==> config.mk <==
export PLATFORM = sky130hd
export DESIGN_NAME = tap_ctrl_flat
export DESIGN_NICKNAME = d
export VERILOG_FILES = /design/src/rtl/tap_ctrl_if.sv /design/src/rtl/tap_ctrl.sv /design/src/flat_wrapper.sv
export SDC_FILE = /design/constraint.sdc
export NUM_CORES = 1
export LEC_CHECK = 0
export CORE_AREA = 3 3 40 42
export DETAILED_ROUTE_END_ITERATION = 10
export DIE_AREA = 0 0 43 45
export GPL_TIMING_DRIVEN = 0
export PLACE_DENSITY = 0.61
export SLEW_MARGIN = 20
export SYNTH_ARGS = -nofsm -noshare
export SYNTH_HDL_FRONTEND = slang
export SYNTH_SLANG_ARGS = --single-unit
==> constraint.sdc <==
create_clock -name TCK -period 2.4 [get_ports TCK]
set_input_delay 0.48 -clock TCK [delete_from_list [all_inputs] [get_ports TCK]]
set_output_delay 0.48 -clock TCK [all_outputs]
set_load 0.05 [all_outputs]
==> src/rtl/tap_ctrl_if.sv <==
// tap_ctrl_if: bundles the TAP controller's per-cycle signals.
//   master modport: TAP controller side (samples tms/tdo sources, drives state and strobes)
//   slave modport : JTAG core / pad side (drives tms and register serial outputs)
// Signals:
//   tms, instr_tdo, dr_tdo        : inputs to the controller
//   state[3:0]                    : registered TAP state code
//   test_logic_reset, run_test_idle, capture_ir, shift_ir, update_ir,
//   capture_dr, shift_dr, update_dr, select_ir : state decodes
//   tdo, tdo_en                   : serial output and pad enable
interface tap_ctrl_if;
   logic       tms;
   logic       instr_tdo;
   logic       dr_tdo;
   logic [3:0] state;
   logic       test_logic_reset;
   logic       run_test_idle;
   logic       capture_ir;
   logic       shift_ir;
   logic       update_ir;
   logic       capture_dr;
   logic       shift_dr;
   logic       update_dr;
   logic       select_ir;
   logic       tdo;
   logic       tdo_en;

   modport master (
      input  tms, instr_tdo, dr_tdo,
      output state, test_logic_reset, run_test_idle, capture_ir, shift_ir, update_ir,
             capture_dr, shift_dr, update_dr, select_ir, tdo, tdo_en
   );

   modport slave (
      output tms, instr_tdo, dr_tdo,
      input  state, test_logic_reset, run_test_idle, capture_ir, shift_ir, update_ir,
             capture_dr, shift_dr, update_dr, select_ir, tdo, tdo_en
   );
endinterface

==> src/rtl/tap_ctrl.sv <==
// tap_ctrl: IEEE 1149.1 TAP state machine with strobe decode and TDO select.
// Ports:
//   TCK    : test clock, all state changes on its rising edge
//   TRST   : synchronous active-high reset to Test-Logic-Reset (beats TMS)
//   tap_io : tap_ctrl_if.master bundle (tms, register serial outputs in;
//            state code, capture/shift/update strobes, select_ir, tdo, tdo_en out)
module tap_ctrl (
   input logic        TCK,
   input logic        TRST,
   tap_ctrl_if.master tap_io
);

   // Encoding is fixed; all 16 codes are real states so no recovery path exists.
   typedef enum logic [3:0] {
      StEx2Dr = 4'h0,
      StEx1Dr = 4'h1,
      StShDr  = 4'h2,
      StPauDr = 4'h3,
      StSelIr = 4'h4,
      StUpdDr = 4'h5,
      StCapDr = 4'h6,
      StSelDr = 4'h7,
      StEx2Ir = 4'h8,
      StEx1Ir = 4'h9,
      StShIr  = 4'hA,
      StPauIr = 4'hB,
      StRti   = 4'hC,
      StUpdIr = 4'hD,
      StCapIr = 4'hE,
      StTlr   = 4'hF
   } state_e;

   state_e state_q, state_d;

   logic tlr, rti, cap_ir, sh_ir, upd_ir, cap_dr, sh_dr, upd_dr, sel_ir;

   always_ff @(posedge TCK) begin
      if (TRST) begin
         state_q <= StTlr;
      end else begin
         state_q <= state_d;
      end
   end

   always_comb begin
      state_d = state_q;
      tlr     = 1'b0;
      rti     = 1'b0;
      cap_ir  = 1'b0;
      sh_ir   = 1'b0;
      upd_ir  = 1'b0;
      cap_dr  = 1'b0;
      sh_dr   = 1'b0;
      upd_dr  = 1'b0;
      sel_ir  = 1'b0;
      unique case (state_q)
         StTlr: begin
            state_d = tap_io.tms ? StTlr : StRti;
            tlr     = 1'b1;
         end
         StRti: begin
            state_d = tap_io.tms ? StSelDr : StRti;
            rti     = 1'b1;
         end
         StSelDr: state_d = tap_io.tms ? StSelIr : StCapDr;
         StCapDr: begin
            state_d = tap_io.tms ? StEx1Dr : StShDr;
            cap_dr  = 1'b1;
         end
         StShDr: begin
            state_d = tap_io.tms ? StEx1Dr : StShDr;
            sh_dr   = 1'b1;
         end
         StEx1Dr: state_d = tap_io.tms ? StUpdDr : StPauDr;
         StPauDr: state_d = tap_io.tms ? StEx2Dr : StPauDr;
         StEx2Dr: state_d = tap_io.tms ? StUpdDr : StShDr;
         StUpdDr: begin
            state_d = tap_io.tms ? StSelDr : StRti;
            upd_dr  = 1'b1;
         end
         StSelIr: begin
            state_d = tap_io.tms ? StTlr : StCapIr;
            sel_ir  = 1'b1;
         end
         StCapIr: begin
            state_d = tap_io.tms ? StEx1Ir : StShIr;
            cap_ir  = 1'b1;
            sel_ir  = 1'b1;
         end
         StShIr: begin
            state_d = tap_io.tms ? StEx1Ir : StShIr;
            sh_ir   = 1'b1;
            sel_ir  = 1'b1;
         end
         StEx1Ir: begin
            state_d = tap_io.tms ? StUpdIr : StPauIr;
            sel_ir  = 1'b1;
         end
         StPauIr: begin
            state_d = tap_io.tms ? StEx2Ir : StPauIr;
            sel_ir  = 1'b1;
         end
         StEx2Ir: begin
            state_d = tap_io.tms ? StUpdIr : StShIr;
            sel_ir  = 1'b1;
         end
         StUpdIr: begin
            state_d = tap_io.tms ? StSelDr : StRti;
            upd_ir  = 1'b1;
            sel_ir  = 1'b1;
         end
         default: state_d = StTlr;
      endcase
   end

   assign tap_io.state            = state_q;
   assign tap_io.test_logic_reset = tlr;
   assign tap_io.run_test_idle    = rti;
   assign tap_io.capture_ir       = cap_ir;
   assign tap_io.shift_ir         = sh_ir;
   assign tap_io.update_ir        = upd_ir;
   assign tap_io.capture_dr       = cap_dr;
   assign tap_io.shift_dr         = sh_dr;
   assign tap_io.update_dr        = upd_dr;
   assign tap_io.select_ir        = sel_ir;
   // Outside a shift TDO still follows DR_TDO; the pad is tri-stated via tdo_en.
   assign tap_io.tdo              = sh_ir ? tap_io.instr_tdo : tap_io.dr_tdo;
   assign tap_io.tdo_en           = sh_ir | sh_dr;

endmodule

==> src/flat_wrapper.sv <==
// flat-port wrapper written by rule: the top's interface ports become plain ports
module tap_ctrl_flat 
  (TCK, TRST, tap_io_tms, tap_io_instr_tdo, tap_io_dr_tdo, tap_io_state, tap_io_test_logic_reset, tap_io_run_test_idle, tap_io_capture_ir, tap_io_shift_ir, tap_io_update_ir, tap_io_capture_dr, tap_io_shift_dr, tap_io_update_dr, tap_io_select_ir, tap_io_tdo, tap_io_tdo_en);
  tap_ctrl_if tap_io_i ();
  input logic TCK;
  input logic TRST;
  input wire logic [$bits(tap_io_i.tms)-1:0] tap_io_tms;
  input wire logic [$bits(tap_io_i.instr_tdo)-1:0] tap_io_instr_tdo;
  input wire logic [$bits(tap_io_i.dr_tdo)-1:0] tap_io_dr_tdo;
  output wire logic [$bits(tap_io_i.state)-1:0] tap_io_state;
  output wire logic [$bits(tap_io_i.test_logic_reset)-1:0] tap_io_test_logic_reset;
  output wire logic [$bits(tap_io_i.run_test_idle)-1:0] tap_io_run_test_idle;
  output wire logic [$bits(tap_io_i.capture_ir)-1:0] tap_io_capture_ir;
  output wire logic [$bits(tap_io_i.shift_ir)-1:0] tap_io_shift_ir;
  output wire logic [$bits(tap_io_i.update_ir)-1:0] tap_io_update_ir;
  output wire logic [$bits(tap_io_i.capture_dr)-1:0] tap_io_capture_dr;
  output wire logic [$bits(tap_io_i.shift_dr)-1:0] tap_io_shift_dr;
  output wire logic [$bits(tap_io_i.update_dr)-1:0] tap_io_update_dr;
  output wire logic [$bits(tap_io_i.select_ir)-1:0] tap_io_select_ir;
  output wire logic [$bits(tap_io_i.tdo)-1:0] tap_io_tdo;
  output wire logic [$bits(tap_io_i.tdo_en)-1:0] tap_io_tdo_en;
  assign tap_io_i.tms = tap_io_tms;
  assign tap_io_i.instr_tdo = tap_io_instr_tdo;
  assign tap_io_i.dr_tdo = tap_io_dr_tdo;
  assign tap_io_state = tap_io_i.state;
  assign tap_io_test_logic_reset = tap_io_i.test_logic_reset;
  assign tap_io_run_test_idle = tap_io_i.run_test_idle;
  assign tap_io_capture_ir = tap_io_i.capture_ir;
  assign tap_io_shift_ir = tap_io_i.shift_ir;
  assign tap_io_update_ir = tap_io_i.update_ir;
  assign tap_io_capture_dr = tap_io_i.capture_dr;
  assign tap_io_shift_dr = tap_io_i.shift_dr;
  assign tap_io_update_dr = tap_io_i.update_dr;
  assign tap_io_select_ir = tap_io_i.select_ir;
  assign tap_io_tdo = tap_io_i.tdo;
  assign tap_io_tdo_en = tap_io_i.tdo_en;
  tap_ctrl u_core (.TCK(TCK), .TRST(TRST), .tap_io(tap_io_i));
endmodule
Word-level counts from Yosys, hierarchy flattened
Cells that the tools add are included.
W data, S select, Z words.
{ "classes": {"n_bitwise": 1, "mux": 23, "n_reduce_logical": 5, "eq_ne": 15} }
{ "ops": {"columns": ["op", "n"], "rows": [
  ["$pmux W4 S12", 1],
  ["$eq A4 B4 Y1 const B", 8],
  ["$eq A4 B3 Y1 const B", 4],
  ["$mux W2", 6],
  ["$mux W3", 4],
  ["$mux W1", 11],
  ["$eq A4 B2 Y1 const B", 2],
  ["$reduce_or A7 Y1", 1],
  ["$eq A4 B1 Y1 const B", 1],
  ["$logic_not A4 Y1", 1],
  ["$mux W4", 1],
  ["$reduce_or A2 Y1", 2],
  ["$reduce_or A3 Y1", 1],
  ["$or A1 B1 Y1", 1]
]} }
{ "word_totals": {"reg_bits": 4, "out_inout_bits": 15, "wordCells": 45, "in_bits": 5} }

Depth between registers and ports, before layout
Gate-level depths: netlist of run 1.
{ "depth": {"word_depth": 3, "mapped_depth": 5, "depth_no_buf": 3} }

Least setup slack after synthesis of run 1
OpenSTA, ideal clock, no wires.
{ "synth_timing": {"path_type": "reg-to-output", "from": "register u_core.state_q[2], in the netlist u_core.tap_io.state[2]", "to": "output tap_io_run_test_idle", "path_stages_with_launch": 4, "arrival_time_ps": 2138, "slack_ps": -218, "path_buffers": 1, "path_cell_list": "dfxtp_1 -> buf_2 -> nand2_1 -> nor3_1"} }
{ "synth_between": {"elab_chain_len": 2} }
{ "synth_rtl": {"columns": ["item", "line", "source"], "rows": [
  ["start, declared", "tap_ctrl.sv:33", "state_e state_q, state_d;"],
  ["start signal, assigned", "tap_ctrl.sv:39", "state_q <= StTlr;"],
  ["start signal, assigned", "tap_ctrl.sv:41", "state_q <= state_d;"],
  ["$eq A4 B4 Y1", "tap_ctrl.sv:56", "unique case (state_q)"],
  ["$mux W1", "tap_ctrl.sv:56", null],
  ["end, declared", "flat_wrapper.sv:12", "output wire logic [$bits(tap_io_i.run_test_idle)-1:0] tap_io_run_test_idle;"]
]} }
No other way between the ends.

Worst setup path after layout of run 1
{ "layout_timing": {"from": "register u_core.state_q[0], in the netlist u_core.tap_io.state[0]", "to": "output tap_io_capture_dr"} }
{ "layout_between": {"elab_chain_len": 2} }
{ "layout_rtl": {"columns": ["item", "line", "source"], "rows": [
  ["$eq A4 B3 Y1", "tap_ctrl.sv:56", null],
  ["$mux W1", "tap_ctrl.sv:56", null],
  ["end, declared", "flat_wrapper.sv:16", "output wire logic [$bits(tap_io_i.capture_dr)-1:0] tap_io_capture_dr;"]
]} }
No other way between the ends.

==> results of run 1 <==
worst paths after layout:
| kind | startpoint | end | cells past startpoint | slack [ns] |
|---|---|---|---|---|
| worst max-delay path | u_core.tap_io.state[0] | tap_io_capture_dr | 5 | 0.06 |
| worst max register to register | u_core.tap_io.state[0] | u_core.tap_io.state[1] | 5 | 1.11 |
| worst min-delay path | u_core.tap_io.state[1] | u_core.tap_io.state[0] | 2 | 0.58 |
| worst min register to register | u_core.tap_io.state[1] | u_core.tap_io.state[0] | 2 | 0.58 |
cell type report:
class	instances	area (µm²)
Multi-Input combinational cell	34	216.5
Tap cell	15	18.77
Timing Repair Buffer	19	176.4
Fill cell	146	732.0
Sequential cell	4	82.58
Inverter	1	3.754
Buffer	4	32.53
Clock buffer	3	22.52
metal layers:
metal	up-vias	wire (µm)	track usage (%)
met3	0	80	1.992
met5	-	0	0
li1	193	-	-
met4	0	0	7.229
met2	15	355	13.47
met1	149	389	11.30
report_power, final:
group | total (W) | internal (W) | leakage (nW) | switching [W]
registers | 0.0000858 | 0.0000762 | 0.0328 | 0.00000962
logic | 0.000218 | 0.0000726 | 0.214 | 0.000145
clock network | 0.0000789 | 0.0000556 | 0.0138 | 0.0000232
total | 0.000383 | 0.000204 | 0.261 | 0.000178
through the flow:
stage	total power (W)	instance area, µm²	util (%)	hold slack [ns]	TNS [ns]
finish	0.0003828	553.0	43.04	0.5813	0
global route	0.0004038	553.0	43.04	0.6275	0
CTS	0.0003901	556.8	43.33	0.5890	0
detailed placement	0.0003181	544.3	42.36	0.5798	-0.02201
global placement	0.0003173	544.3	42.36	0.5766	-0.01382
floorplan	0.0002493	335.3	-	0.5660	0
cells by family (layout without fill, tap and decap cells):
family,Yosys count,count (layout),share of synthesized area [%]
and+or+nand+nor,22,22,37.45
AOI/OAI and AO/OA,11,11,23.17
buffers and inverters,5,27,11.20
DFF,4,4,24.71
muxes,1,1,3.475
cell usage in the layout, fill, tap and decap left out, drive strengths merged, types with 2 or more instances in the layout:
cell type	n
dlygate4sd2	7
nor2	6
nand2	6
o21ai	2
clkbuf	4
nor3b	2
buf	4
a21oi	3
clkdlybuf4s50	11
nor3	2
dfxtp	4
nand2b	3
a21o	2
worst max-delay path, delay by kind of cell (launching register included):
| kind | cells | cell delay, ns |
|---|---|---|
| and+or+nand+nor | 2 | 0.23 |
| buffers and inverters | 3 | 1.08 |
| DFF | 1 | 0.31 |
==> results_dict.tcl, run 1 <==
set metrics [dict create \
    ctsResizeCount 8 \
    drcViolationCount 0 \
    initial_utilization_pct 25.22 \
    timing.hold.worst.class "reg2reg" \
    synth_edf_count 0 \
    netlist.area_leader.share_pct 24.71 \
    min_period_ns 2.339 \
    setup_slack_ns 0.06125 \
    path_max_fanout 10 \
    port-buffer-count 19 \
    grt_max_degree 11 \
    finalHoldViolCount 0 \
    die_h_um 45 \
    ys.flop_type "dfxtp_1" \
    nets 72 \
    antenna_found_initial 0 \
    critPathLaunchType "register" \
    synth_common_cells "nand2_1 (6), nor2_1 (6), dfxtp_1 (4)" \
    first_iter_violations 3 \
    syn-cell-area_um2 324.1 \
    synth_area_leaders "dfxtp_1 (25%), buf_6 (6.9%), nand2_1 (6.9%)" \
    htree_num_levels 1 \
    avgSynthCellArea_um2 7.536 \
    grt_pass1_vias 320 \
    ys_seq_area_share_pct 24.71 \
    place_ws_ns -0.02201 \
    overflow 0 \
    finalCritPeriodShare_pct 97.45 \
    cp-end-kind "primary output" \
    synthCells 43 \
    ys_seq_elements 4 \
    slew_viol_final 0 \
    crit_chain "buf_6, nand2b_1, buf_6, nor2_1, clkdlybuf4s50_1" \
    wl_um 824 \
    crit_required_ns 1.92 \
    grt_pass1_wl_mm 1.331 \
    clock-sinks 4 \
    insertion_delay_ns 0.23 \
    wire_per_inst_um 10.30 \
    drive_gt1_share_pct 20.00 \
    drtAntennaViolNets 0 \
    cts_tree "built" \
    ys_warn_count 0 \
    p_leak_nw 0.2610 \
    vias 357 \
    largest_register_ffs 4 \
    die-area_um2 1935 \
    stdcell_count 80 \
    powerDensity_nw_per_um2 692.1 \
    critPathKind "reg2out" \
    max_slew_margin_pct 66.76 \
    hpwl_um 620.7 \
    clock-root-buffer "clkbuf_4" \
    worstMarginPinSlew_ns 0.4970 \
    cap_violations 0 \
    status "finished clean" \
    synth_nets 48 \
    cpPeakStageDelay_ns 0.81 \
    fmax_mhz 427.6 \
    gp_congestion 0.7233 \
    area_delta_synth_final_pct 70.66 \
    fp.dieW_um 43 \
    cts_buffers 3 \
    cp_common_cell "buf_6" \
    path_clk_slew_ns 0.04 \
    placed_cells 77 \
    finClkSkew_ns 0.001884 \
    grt_setup_unrepaired "no" \
    row_count 13 \
    ioPinCount 20 \
    diodes 0 \
    core_um2 1285 \
    async_flop_share_pct 0 \
    grt.total_usage_pct 9.068 \
    viasPerCell 4.463 \
    synth_cell_types 21 \
    cp_slowest_cell "clkdlybuf4s50_1" \
    postCtsSetupBuffers 0 \
    setup_viol 0 \
    peakVddDrop_uv 235.3 \
    clockBufferDepth 2 \
    drtPass1Iterations 4 \
    ctsHoldBuffers 0 \
    yosys.area.top_type "dfxtp_1" \
    critPathArrivalTime_ns 1.86 \
]
Note: power is estimated with default switching activity, not from simulation.
==> run 2: changes to the inputs <==
--- a/config.mk
+++ b/config.mk
@@ -5,11 +5,12 @@
 export SDC_FILE = /design/constraint.sdc
 export NUM_CORES = 1
 export LEC_CHECK = 0
-export CORE_AREA = 3 3 40 42
+export CAP_MARGIN = 25
+export CORE_MARGIN = 3
+export CORE_UTILIZATION = 25
 export DETAILED_ROUTE_END_ITERATION = 10
-export DIE_AREA = 0 0 43 45
 export GPL_TIMING_DRIVEN = 0
-export PLACE_DENSITY = 0.61
+export PLACE_DENSITY = 0.62
 export SLEW_MARGIN = 20
 export SYNTH_ARGS = -nofsm -noshare
 export SYNTH_HDL_FRONTEND = slang
==> results_dict.tcl, run 2 (same netlist as run 1, synthesis figures left out) <==
set metrics [dict create \
    p_leak_nw 0.2931 \
    vias 363 \
    grt_setup_unrepaired "no" \
    powerDensity_nw_per_um2 685.6 \
    diodes 0 \
    placed_cells 76 \
    area_delta_synth_final_pct 72.20 \
    final_cell_mix "clkdlybuf4s50_1 (10), nand2_1 (6), nor2_1 (6), dlygate4sd2_1 (6)" \
    timing.hold.worst.class "reg2reg" \
    slew_viol_final 0 \
    grt.total_usage_pct 9.524 \
    clock-sinks 4 \
    critPathLaunchType "register" \
    antenna_found_initial 0 \
    finClkSkew_ns 0.001550 \
    min_period_ns 2.315 \
    initial_utilization_pct 28.03 \
    crit_chain "buf_6, nand2b_1, buf_6, nor2_1, clkdlybuf4s50_1" \
    viasPerCell 4.595 \
    stdcell_count 79 \
    peakVddDrop_uv 254.9 \
    critPathArrivalTime_ns 1.84 \
    path_delay_family "buffers and inverters" \
    critPathBufInv 3 \
    critPathKind "reg2out" \
    nets 72 \
    ioPinCount 20 \
    fmax_mhz 431.9 \
    drtAntennaViolNets 0 \
    drtPass1Iterations 4 \
    finalHoldViolCount 0 \
    cp_common_cell "buf_6" \
    cap_violations 0 \
    wire_per_inst_um 10.18 \
    wl_um 804 \
    worstMarginPinSlew_ns 0.5114 \
    grt_max_degree 11 \
    grt_pass1_wl_mm 1.255 \
    finalCritPeriodShare_pct 96.47 \
    htree_num_levels 1 \
    fp.dieW_um 42.01 \
    cts_tree "built" \
    port-buffer-count 19 \
    fin_area_um2 558.0 \
    status "finished clean" \
    clockBufferDepth 2 \
    cpPeakStageDelay_ns 0.80 \
    first_iter_violations 3 \
    final_common_cell "clkdlybuf4s50_1" \
    fin_tns_setup_ns 0 \
    gp_congestion 0.8170 \
    largest_register_ffs 4 \
    die_h_um 42.01 \
    placed_area_um2 543.0 \
    overflow 0 \
    grt_pass1_vias 288 \
    path_clk_slew_ns 0.03 \
    hpwl_um 620.5 \
    row_count 12 \
    die-area_um2 1764 \
    cp_slowest_cell "clkdlybuf4s50_1" \
    path_max_fanout 10 \
    max_slew_margin_pct 65.85 \
    cp-end-kind "primary output" \
    clock-root-buffer "clkbuf_4" \
    core_um2 1156 \
    cts_buffers 3 \
    setup_viol 0 \
    insertion_delay_ns 0.23 \
    whs_ns 0.5817 \
    drive_gt1_share_pct 20.00 \
    drcViolationCount 0 \
    crit_required_ns 1.92 \
]
## run 2: changes by cell type in the layout (fill, tap and decap cells not counted)
| cell | previous run | this run |
|---|---|---|
| dlygate4sd2_1 | 7 | 6 |
| clkdlybuf4s50_1 | 11 | 10 |
| dlymetal6s2s_1 | 0 | 2 |
## run 2: routing by layer
metal	part of all wire (%)	vias up	GRT usage, %
met3	8.3	0	3.863
met4	0	0	7.692
li1	-	195	-
met5	0	-	0
met2	46	12	14.81
met1	46	156	9.974
## run 2: final cells by class
class	instances	area, µm²
Clock buffer	3	22.52
Buffer	4	32.53
Sequential cell	4	82.58
Fill cell	124	598.1
Multi-Input combinational cell	34	216.5
Timing Repair Buffer	19	182.7
Inverter	1	3.754
Tap cell	14	17.52
## run 2: report_power, final
part / internal [W] / switching (W) / total, W
Clock: 0.0000556 / 0.0000229 / 0.0000785
Sequential: 0.0000762 / 0.00000924 / 0.0000855
Combinational: 0.0000727 / 0.000146 / 0.000219
## run 2: final timing paths
path,endpoint,from,depth (start not counted),slack (ns)
setup / recovery,tap_io_tdo_en,u_core.tap_io.state[0],5,0.08
hold reg to reg,u_core.tap_io.state[0],u_core.tap_io.state[1],2,0.58
setup reg to reg,u_core.tap_io.state[1],u_core.tap_io.state[0],5,1.10
hold / removal,u_core.tap_io.state[0],u_core.tap_io.state[1],2,0.58
## run 2: worst register-to-register path, stage by stage, from the launching register on
cell      delay [ns]
dfxtp_2         0.32
buf_6           0.12
nand2b_1        0.12
buf_6           0.13
a21oi_1         0.07
or4_1           0.41
## run 2: metrics by stage
| stage | total power [W] | util (%) | worst slack, ns |
|---|---|---|---|
| floorplan | 0.0002493 | - | 0.02392 |
| global placement | 0.0003172 | 46.97 | -0.01729 |
| detailed placement | 0.0003186 | 46.97 | -0.02768 |
| CTS | 0.0003901 | 48.16 | 0.002729 |
| global route | 0.0004105 | 48.27 | 0.01103 |
| finish | 0.0003826 | 48.27 | 0.08469 |
## run 2: what timing repair did
item / 4_1_cts / 5_1_grt
buffers inserted: 0 / 0
gates cloned: 0 / 0
setup endpoints to repair: 7 / 3
gates resized for setup: 7 / 4
hold buffers: 0 / 0
==> run 3: changes to the inputs <==
--- a/config.mk
+++ b/config.mk
@@ -5,9 +5,10 @@
 export SDC_FILE = /design/constraint.sdc
 export NUM_CORES = 1
 export LEC_CHECK = 0
-export CAP_MARGIN = 25
+export CAP_MARGIN = 20
 export CORE_MARGIN = 3
 export CORE_UTILIZATION = 25
+export CTS_BUF_LIST = sky130_fd_sc_hd__clkbuf_2 sky130_fd_sc_hd__clkbuf_4 sky130_fd_sc_hd__clkbuf_8
 export DETAILED_ROUTE_END_ITERATION = 10
 export GPL_TIMING_DRIVEN = 0
 export PLACE_DENSITY = 0.62
==> results of run 3 <==
Final layout, timing and power as in run 2 (identical DEF).
